File: src/rtl/mem_xfer_sequencer_if.sv
// Command and control-pin bundle between the top-level control FSM, the datapath and mem_xfer_sequencer.
// The mem_ready handshake exists only when MEM_WAIT_EN is defined.
interface mem_xfer_sequencer_if;
  logic       start;
  logic       dir;
  logic [1:0] bytes;
`ifdef MEM_WAIT_EN
  logic       mem_ready;
`endif
  logic       busy;
  logic       done;
  logic       mem_cs;
  logic       mem_wr;
  logic [1:0] mux_c_sel;
  logic       dr_e;
  logic [1:0] dr_fun_sel;
  logic [2:0] arf_reg_sel;
  logic [1:0] arf_fun_sel;
  logic [1:0] arf_out_d_sel;

`ifdef MEM_WAIT_EN
  modport master (
    output start, dir, bytes, mem_ready,
    input  busy, done, mem_cs, mem_wr, mux_c_sel, dr_e, dr_fun_sel,
           arf_reg_sel, arf_fun_sel, arf_out_d_sel
  );
  modport slave (
    input  start, dir, bytes, mem_ready,
    output busy, done, mem_cs, mem_wr, mux_c_sel, dr_e, dr_fun_sel,
           arf_reg_sel, arf_fun_sel, arf_out_d_sel
  );
`else
  modport master (
    output start, dir, bytes,
    input  busy, done, mem_cs, mem_wr, mux_c_sel, dr_e, dr_fun_sel,
           arf_reg_sel, arf_fun_sel, arf_out_d_sel
  );
  modport slave (
    input  start, dir, bytes,
    output busy, done, mem_cs, mem_wr, mux_c_sel, dr_e, dr_fun_sel,
           arf_reg_sel, arf_fun_sel, arf_out_d_sel
  );
`endif
endinterface

File: src/rtl/mem_xfer_sequencer.sv
// Sequences 1-4 byte big-endian load/store transfers between byte-wide memory and the ALU datapath.
// Optional feature macro MEM_WAIT_EN: adds the mem_ready handshake that stretches ACCESS cycles.
module mem_xfer_sequencer #(
  parameter logic [2:0] ARF_SEL_AR  = 3'b001,
  parameter logic [1:0] ARF_FUN_INC = 2'b01,
  parameter logic [1:0] ADDR_OUTD   = 2'b10,
  parameter logic [1:0] DR_FUN_LOAD = 2'b01,
  parameter logic [1:0] DR_FUN_SHL8 = 2'b10
) (
  input logic                  clk,
  input logic                  rst,
  mem_xfer_sequencer_if.slave  bus
);

  typedef enum logic [1:0] {
    IDLE   = 2'b00,
    ACCESS = 2'b01,
    DONE   = 2'b10
  } state_t;

  state_t     state_r;
  logic [1:0] idx_r;
  logic       dir_r;
  logic [1:0] len_r;
  logic       ready_s;

  logic       busy_s;
  logic       done_s;
  logic       mem_cs_s;
  logic       mem_wr_s;
  logic [1:0] mux_c_sel_s;
  logic       dr_e_s;
  logic [1:0] dr_fun_sel_s;
  logic [2:0] arf_reg_sel_s;
  logic [1:0] arf_fun_sel_s;

`ifdef MEM_WAIT_EN
  assign ready_s = bus.mem_ready;
`else
  assign ready_s = 1'b1;
`endif

  // Command acceptance, byte counting and state progression
  always_ff @(posedge clk or posedge rst) begin
    if (rst) begin
      state_r <= IDLE;
      idx_r   <= 2'd0;
      dir_r   <= 1'b0;
      len_r   <= 2'd0;
    end else begin
      case (state_r)
        IDLE: begin
          if (bus.start) begin
            dir_r   <= bus.dir;
            len_r   <= bus.bytes;
            idx_r   <= 2'd0;
            state_r <= ACCESS;
          end
        end
        ACCESS: begin
          if (ready_s) begin
            if (idx_r == len_r) begin
              state_r <= DONE;
            end else begin
              idx_r <= idx_r + 2'd1;
            end
          end
        end
        DONE:    state_r <= IDLE;
        default: state_r <= IDLE;
      endcase
    end
  end

  // Control pins are decoded from registered state so reset releases the memory at once
  always_comb begin
    busy_s        = 1'b0;
    done_s        = 1'b0;
    mem_cs_s      = 1'b1;
    mem_wr_s      = 1'b0;
    mux_c_sel_s   = 2'd0;
    dr_e_s        = 1'b0;
    dr_fun_sel_s  = 2'd0;
    arf_reg_sel_s = 3'd0;
    arf_fun_sel_s = 2'd0;
    case (state_r)
      ACCESS: begin
        busy_s   = 1'b1;
        mem_cs_s = 1'b0;
        mem_wr_s = dir_r;
        // Store sends the most significant selected byte to the lowest address
        if (dir_r) begin
          mux_c_sel_s = len_r - idx_r;
        end else begin
          mux_c_sel_s = 2'd0;
        end
        if (!dir_r && ready_s) begin
          dr_e_s = 1'b1;
          if (idx_r == 2'd0) begin
            dr_fun_sel_s = DR_FUN_LOAD;
          end else begin
            dr_fun_sel_s = DR_FUN_SHL8;
          end
        end else begin
          dr_e_s       = 1'b0;
          dr_fun_sel_s = 2'd0;
        end
        // The last byte leaves AR pointing at its own address
        if (ready_s && (idx_r < len_r)) begin
          arf_reg_sel_s = ARF_SEL_AR;
          arf_fun_sel_s = ARF_FUN_INC;
        end else begin
          arf_reg_sel_s = 3'd0;
          arf_fun_sel_s = 2'd0;
        end
      end
      DONE: begin
        busy_s = 1'b1;
        done_s = 1'b1;
      end
      IDLE: begin
        busy_s = 1'b0;
      end
      default: begin
        busy_s = 1'b0;
      end
    endcase
  end

  assign bus.busy          = busy_s;
  assign bus.done          = done_s;
  assign bus.mem_cs        = mem_cs_s;
  assign bus.mem_wr        = mem_wr_s;
  assign bus.mux_c_sel     = mux_c_sel_s;
  assign bus.dr_e          = dr_e_s;
  assign bus.dr_fun_sel    = dr_fun_sel_s;
  assign bus.arf_reg_sel   = arf_reg_sel_s;
  assign bus.arf_fun_sel   = arf_fun_sel_s;
  assign bus.arf_out_d_sel = ADDR_OUTD;

endmodule

File: src/flat_wrapper.sv
// flat-port wrapper written by rule: the top's interface ports become plain ports
module mem_xfer_sequencer_flat 
#(
  parameter logic [2:0] ARF_SEL_AR  = 3'b001,
  parameter logic [1:0] ARF_FUN_INC = 2'b01,
  parameter logic [1:0] ADDR_OUTD   = 2'b10,
  parameter logic [1:0] DR_FUN_LOAD = 2'b01,
  parameter logic [1:0] DR_FUN_SHL8 = 2'b10
)
  (clk, rst, bus_start, bus_dir, bus_bytes, bus_busy, bus_done, bus_mem_cs, bus_mem_wr, bus_mux_c_sel, bus_dr_e, bus_dr_fun_sel, bus_arf_reg_sel, bus_arf_fun_sel, bus_arf_out_d_sel);
  mem_xfer_sequencer_if bus_i ();
  input logic clk;
  input logic rst;
  input wire logic [$bits(bus_i.start)-1:0] bus_start;
  input wire logic [$bits(bus_i.dir)-1:0] bus_dir;
  input wire logic [$bits(bus_i.bytes)-1:0] bus_bytes;
  output wire logic [$bits(bus_i.busy)-1:0] bus_busy;
  output wire logic [$bits(bus_i.done)-1:0] bus_done;
  output wire logic [$bits(bus_i.mem_cs)-1:0] bus_mem_cs;
  output wire logic [$bits(bus_i.mem_wr)-1:0] bus_mem_wr;
  output wire logic [$bits(bus_i.mux_c_sel)-1:0] bus_mux_c_sel;
  output wire logic [$bits(bus_i.dr_e)-1:0] bus_dr_e;
  output wire logic [$bits(bus_i.dr_fun_sel)-1:0] bus_dr_fun_sel;
  output wire logic [$bits(bus_i.arf_reg_sel)-1:0] bus_arf_reg_sel;
  output wire logic [$bits(bus_i.arf_fun_sel)-1:0] bus_arf_fun_sel;
  output wire logic [$bits(bus_i.arf_out_d_sel)-1:0] bus_arf_out_d_sel;
  assign bus_i.start = bus_start;
  assign bus_i.dir = bus_dir;
  assign bus_i.bytes = bus_bytes;
  assign bus_busy = bus_i.busy;
  assign bus_done = bus_i.done;
  assign bus_mem_cs = bus_i.mem_cs;
  assign bus_mem_wr = bus_i.mem_wr;
  assign bus_mux_c_sel = bus_i.mux_c_sel;
  assign bus_dr_e = bus_i.dr_e;
  assign bus_dr_fun_sel = bus_i.dr_fun_sel;
  assign bus_arf_reg_sel = bus_i.arf_reg_sel;
  assign bus_arf_fun_sel = bus_i.arf_fun_sel;
  assign bus_arf_out_d_sel = bus_i.arf_out_d_sel;
  mem_xfer_sequencer #(.ARF_SEL_AR(ARF_SEL_AR), .ARF_FUN_INC(ARF_FUN_INC), .ADDR_OUTD(ADDR_OUTD), .DR_FUN_LOAD(DR_FUN_LOAD), .DR_FUN_SHL8(DR_FUN_SHL8)) u_core (.clk(clk), .rst(rst), .bus(bus_i));
endmodule
File: config.mk
export PLATFORM = sky130hd
export DESIGN_NAME = mem_xfer_sequencer_flat
export DESIGN_NICKNAME = d
export VERILOG_FILES = /design/src/rtl/mem_xfer_sequencer_if.sv /design/src/rtl/mem_xfer_sequencer.sv /design/src/flat_wrapper.sv
export SDC_FILE = /design/constraint.sdc
export NUM_CORES = 1
export LEC_CHECK = 0
export ABC_AREA = 1
export CAP_MARGIN = 20
export CORE_AREA = 8 8 45 47
export DETAILED_ROUTE_END_ITERATION = 8
export DIE_AREA = 0 0 53 55
export HOLD_SLACK_MARGIN = 0.03
export PLACE_DENSITY = 0.78
export SLEW_MARGIN = 20
export SYNTH_ARGS = -nofsm -noshare
export SYNTH_HDL_FRONTEND = slang
export SYNTH_SLANG_ARGS = --single-unit
File: constraint.sdc
create_clock -name clk -period 2.9 [get_ports clk]
set_input_delay 0.435 -clock clk [delete_from_list [all_inputs] [get_ports clk]]
set_output_delay 0.435 -clock clk [all_outputs]
set_load 0.01 [all_outputs]
==> results.toml <==
[outcome]
status = "complete, no violations"

[timing]
slew_violations = 0
hold_violations = 0
fin_crit_ns = 2.433
clock_skew_ns = 0.001336
period_share_pct = 83.90
finalSetupViolCount = 0
max_freq_mhz = 411.0
setup_tns_ns = 0
rsz0062_at_grt = "false"

[finish]
fin_nets = 108
fillers = 146
antennaDiodeCount = 0
areaGrowthSynthToFinish_pct = 30.87
drive_gt1_share_pct = 8.602

[yosys]
yosysSeqAreaShare_pct = 31.32
synthCells = 76
synth_cell_types = 15
syn_area_um2 = 559.3
ys_seq_elements = 7
yosys_warnings = 0
avgSynthCellArea_um2 = 7.359

[worst_setup_path]
endpoint_kind = "output port"
startpoint_type = "register"
critPathKind = "reg -> out"
worstPathArrival_ns = 2.00
cp.required_ns = 2.47
crit_path_max_fanout = 2

[clocking]
cts.sinks = 7
cts_made_buffers = 3
clockBufferDepth = 2
insertion_delay_ns = 0.24
clk_pin_slew_ns = 0.05
cts_root_buffer = "clkbuf_4"
cts_max_level = 1
cts_setup_buffers = 0
cts_tree = "yes"
cts-hold-fix-buffers = 0
cts_resized = 0

[place]
place.gp.congestion = 0.8642
dpl.hpwl_um = 1005
numPortBuffers = 16

[global_routing]
antenna_found_initial = 0
grt_pass1_wl_um = 1835
grt_pass1_vias = 452
grt.total_usage_pct = 8.095
grt_max_degree = 9
globalRoute.totalOverflow = 0

[floorplan]
die_w_um = 53
start_util_pct = 40.42
io_pins = 22
row_count = 14
dieHeight_um = 55
die_area_um2 = 2915
coreArea_um2 = 1384

[hold_path]
hp-class = "in -> async"

[drt]
wl_per_cell_um = 10.62
firstDrtPassIters = 5
vias_per_cell = 4.596
drtAntennaViolNets = 0
via_count = 501
drt_iter0_markers = 24
routed_wl_um = 1158
drc = 0

[power]
internal-power_uw = 437.9
net-switching-power_uw = 356.6
irDropWorstVdd_mv = 0.5362
total_power_uw = 794.5
clkPwrFrac_pct = 10.8
cellPowerDensity_nw_per_um2 = 1085
swShare_pct = 44.88
leakagePower_uw = 0.0004012
power_frac_comb_pct = 67.0
seq_power_share_pct = 22.2

[job]
maxCapViolations = 0
[routing by layer]
metal / part of all wire, % / track usage, % / up-vias
li1: - / - / 251
met1: 38 / 8.230 / 223
met2: 51 / 16.02 / 25
met3: 11 / 1.604 / 2
met4: 0.86 / 2.586 / 0
met5: 0 / 0 / -
[critical path: stages (launching register included)]
cell and delay (ns):
dfrtp_1 0.35, inv_1 0.07, ha_1 0.14, inv_1 0.05, fa_1 0.48, inv_1 0.04, nor2_1 0.09, clkdlybuf4s50_1 0.54
[through the flow]
step                hold WS, ns  instance area, µm²  util (%)  std cells  worst slack [ns]
detailed placement       0.4883               705.7     50.99        105            0.7121
CTS                      0.4396               732.0     52.89        109            0.4450
global placement         0.4666               705.7     50.99        105            0.7534
finish                   0.4308               732.0     52.89        109            0.4669
floorplan                0.2384               570.5         -         79             1.222
global route             0.4485               732.0     52.89        109            0.3569
[flip-flops by register name, summed over array words and instances, names as in the netlist]
name	flops
u_core.len_r	2
u_core.state_r	2
u_core.idx_r	2
u_core.dir_r	1
[cell usage after synthesis]
cell / count / area (µm²)
a21oi_1: 2 / 10.01
buf_4: 6 / 45.04
conb_1: 2 / 7.510
dfrtp_1: 7 / 175.2
fa_1: 1 / 20.02
ha_1: 7 / 87.58
inv_1: 14 / 52.55
inv_2: 1 / 3.750
nand2_1: 17 / 63.81
nand2_2: 3 / 18.77
nand3_1: 5 / 25.02
nand3_2: 1 / 10.01
nor2_1: 8 / 30.03
nor3_1: 1 / 5.000
o21ai_1: 1 / 5.000
[cell usage in the layout (no fill, tap or decap)]
cell type,count
nand2_1,17
clkdlybuf4s50_1,16
inv_1,14
nor2_1,8
ha_1,7
dfrtp_1,7
nand3_1,5
conb_1,5
nand2_2,3
clkbuf_4,3
a21oi_1,2
inv_2,1
nand3_2,1
nor3_1,1
o21ai_1,1
fa_1,1
clkbuf_1,1
[layout make-up]
class	count	area (µm²)	share of cell area, %
Multi-Input combinational cell	51	294.0	40.17
Sequential cell	7	175.2	23.93
Timing Repair Buffer	16	160.2	21.88
Inverter	15	56.30	7.692
Clock buffer	4	26.28	3.590
Tap cell	16	20.02	2.735
[path summary, 6_finish.rpt]
check | endpoint | startpoint | slack (ns) | depth (start not counted)
min in group clk | u_core.idx_r[1]$_DFFE_PP0P_ | u_core.idx_r[1]$_DFFE_PP0P_ | 0.50 | 2
worst min register to register | u_core.idx_r[1]$_DFFE_PP0P_ | u_core.idx_r[1]$_DFFE_PP0P_ | 0.50 | 2
worst min-delay path | u_core.state_r[1]$_DFFE_PP0P_ | rst | 0.43 | 2
worst max-delay path | bus_mux_c_sel[1] | u_core.len_r[0]$_DFFE_PP0P_ | 0.47 | 7
worst max register to register | u_core.idx_r[0]$_DFFE_PP0P_ | u_core.state_r[1]$_DFFE_PP0P_ | 1.60 | 7
max in group asynchronous | u_core.idx_r[1]$_DFFE_PP0P_ | rst | 2.25 | 2
[power groups by stage]
stage	Combinational [µW]	Sequential [µW]	Clock, µW
floorplan	345	170	0
global placement	519	175	0
detailed placement	535	179	0
CTS	538	178	89.1
global route	593	183	96.6
finish	532	177	85.5
[cells by family (layout without fill, tap and decap cells)]
logic type / Yosys count / after routing / synth area share, %
and+or+nand+nor: 35 / 35 / 27.29
buffers and inverters: 21 / 35 / 18.12
DFF: 7 / 7 / 31.32
AOI/OAI and AO/OA: 3 / 3 / 2.684
other: 2 / 5 / 1.343
adders and majority gates: 8 / 8 / 19.24
(Power assumes the default switching activity.)
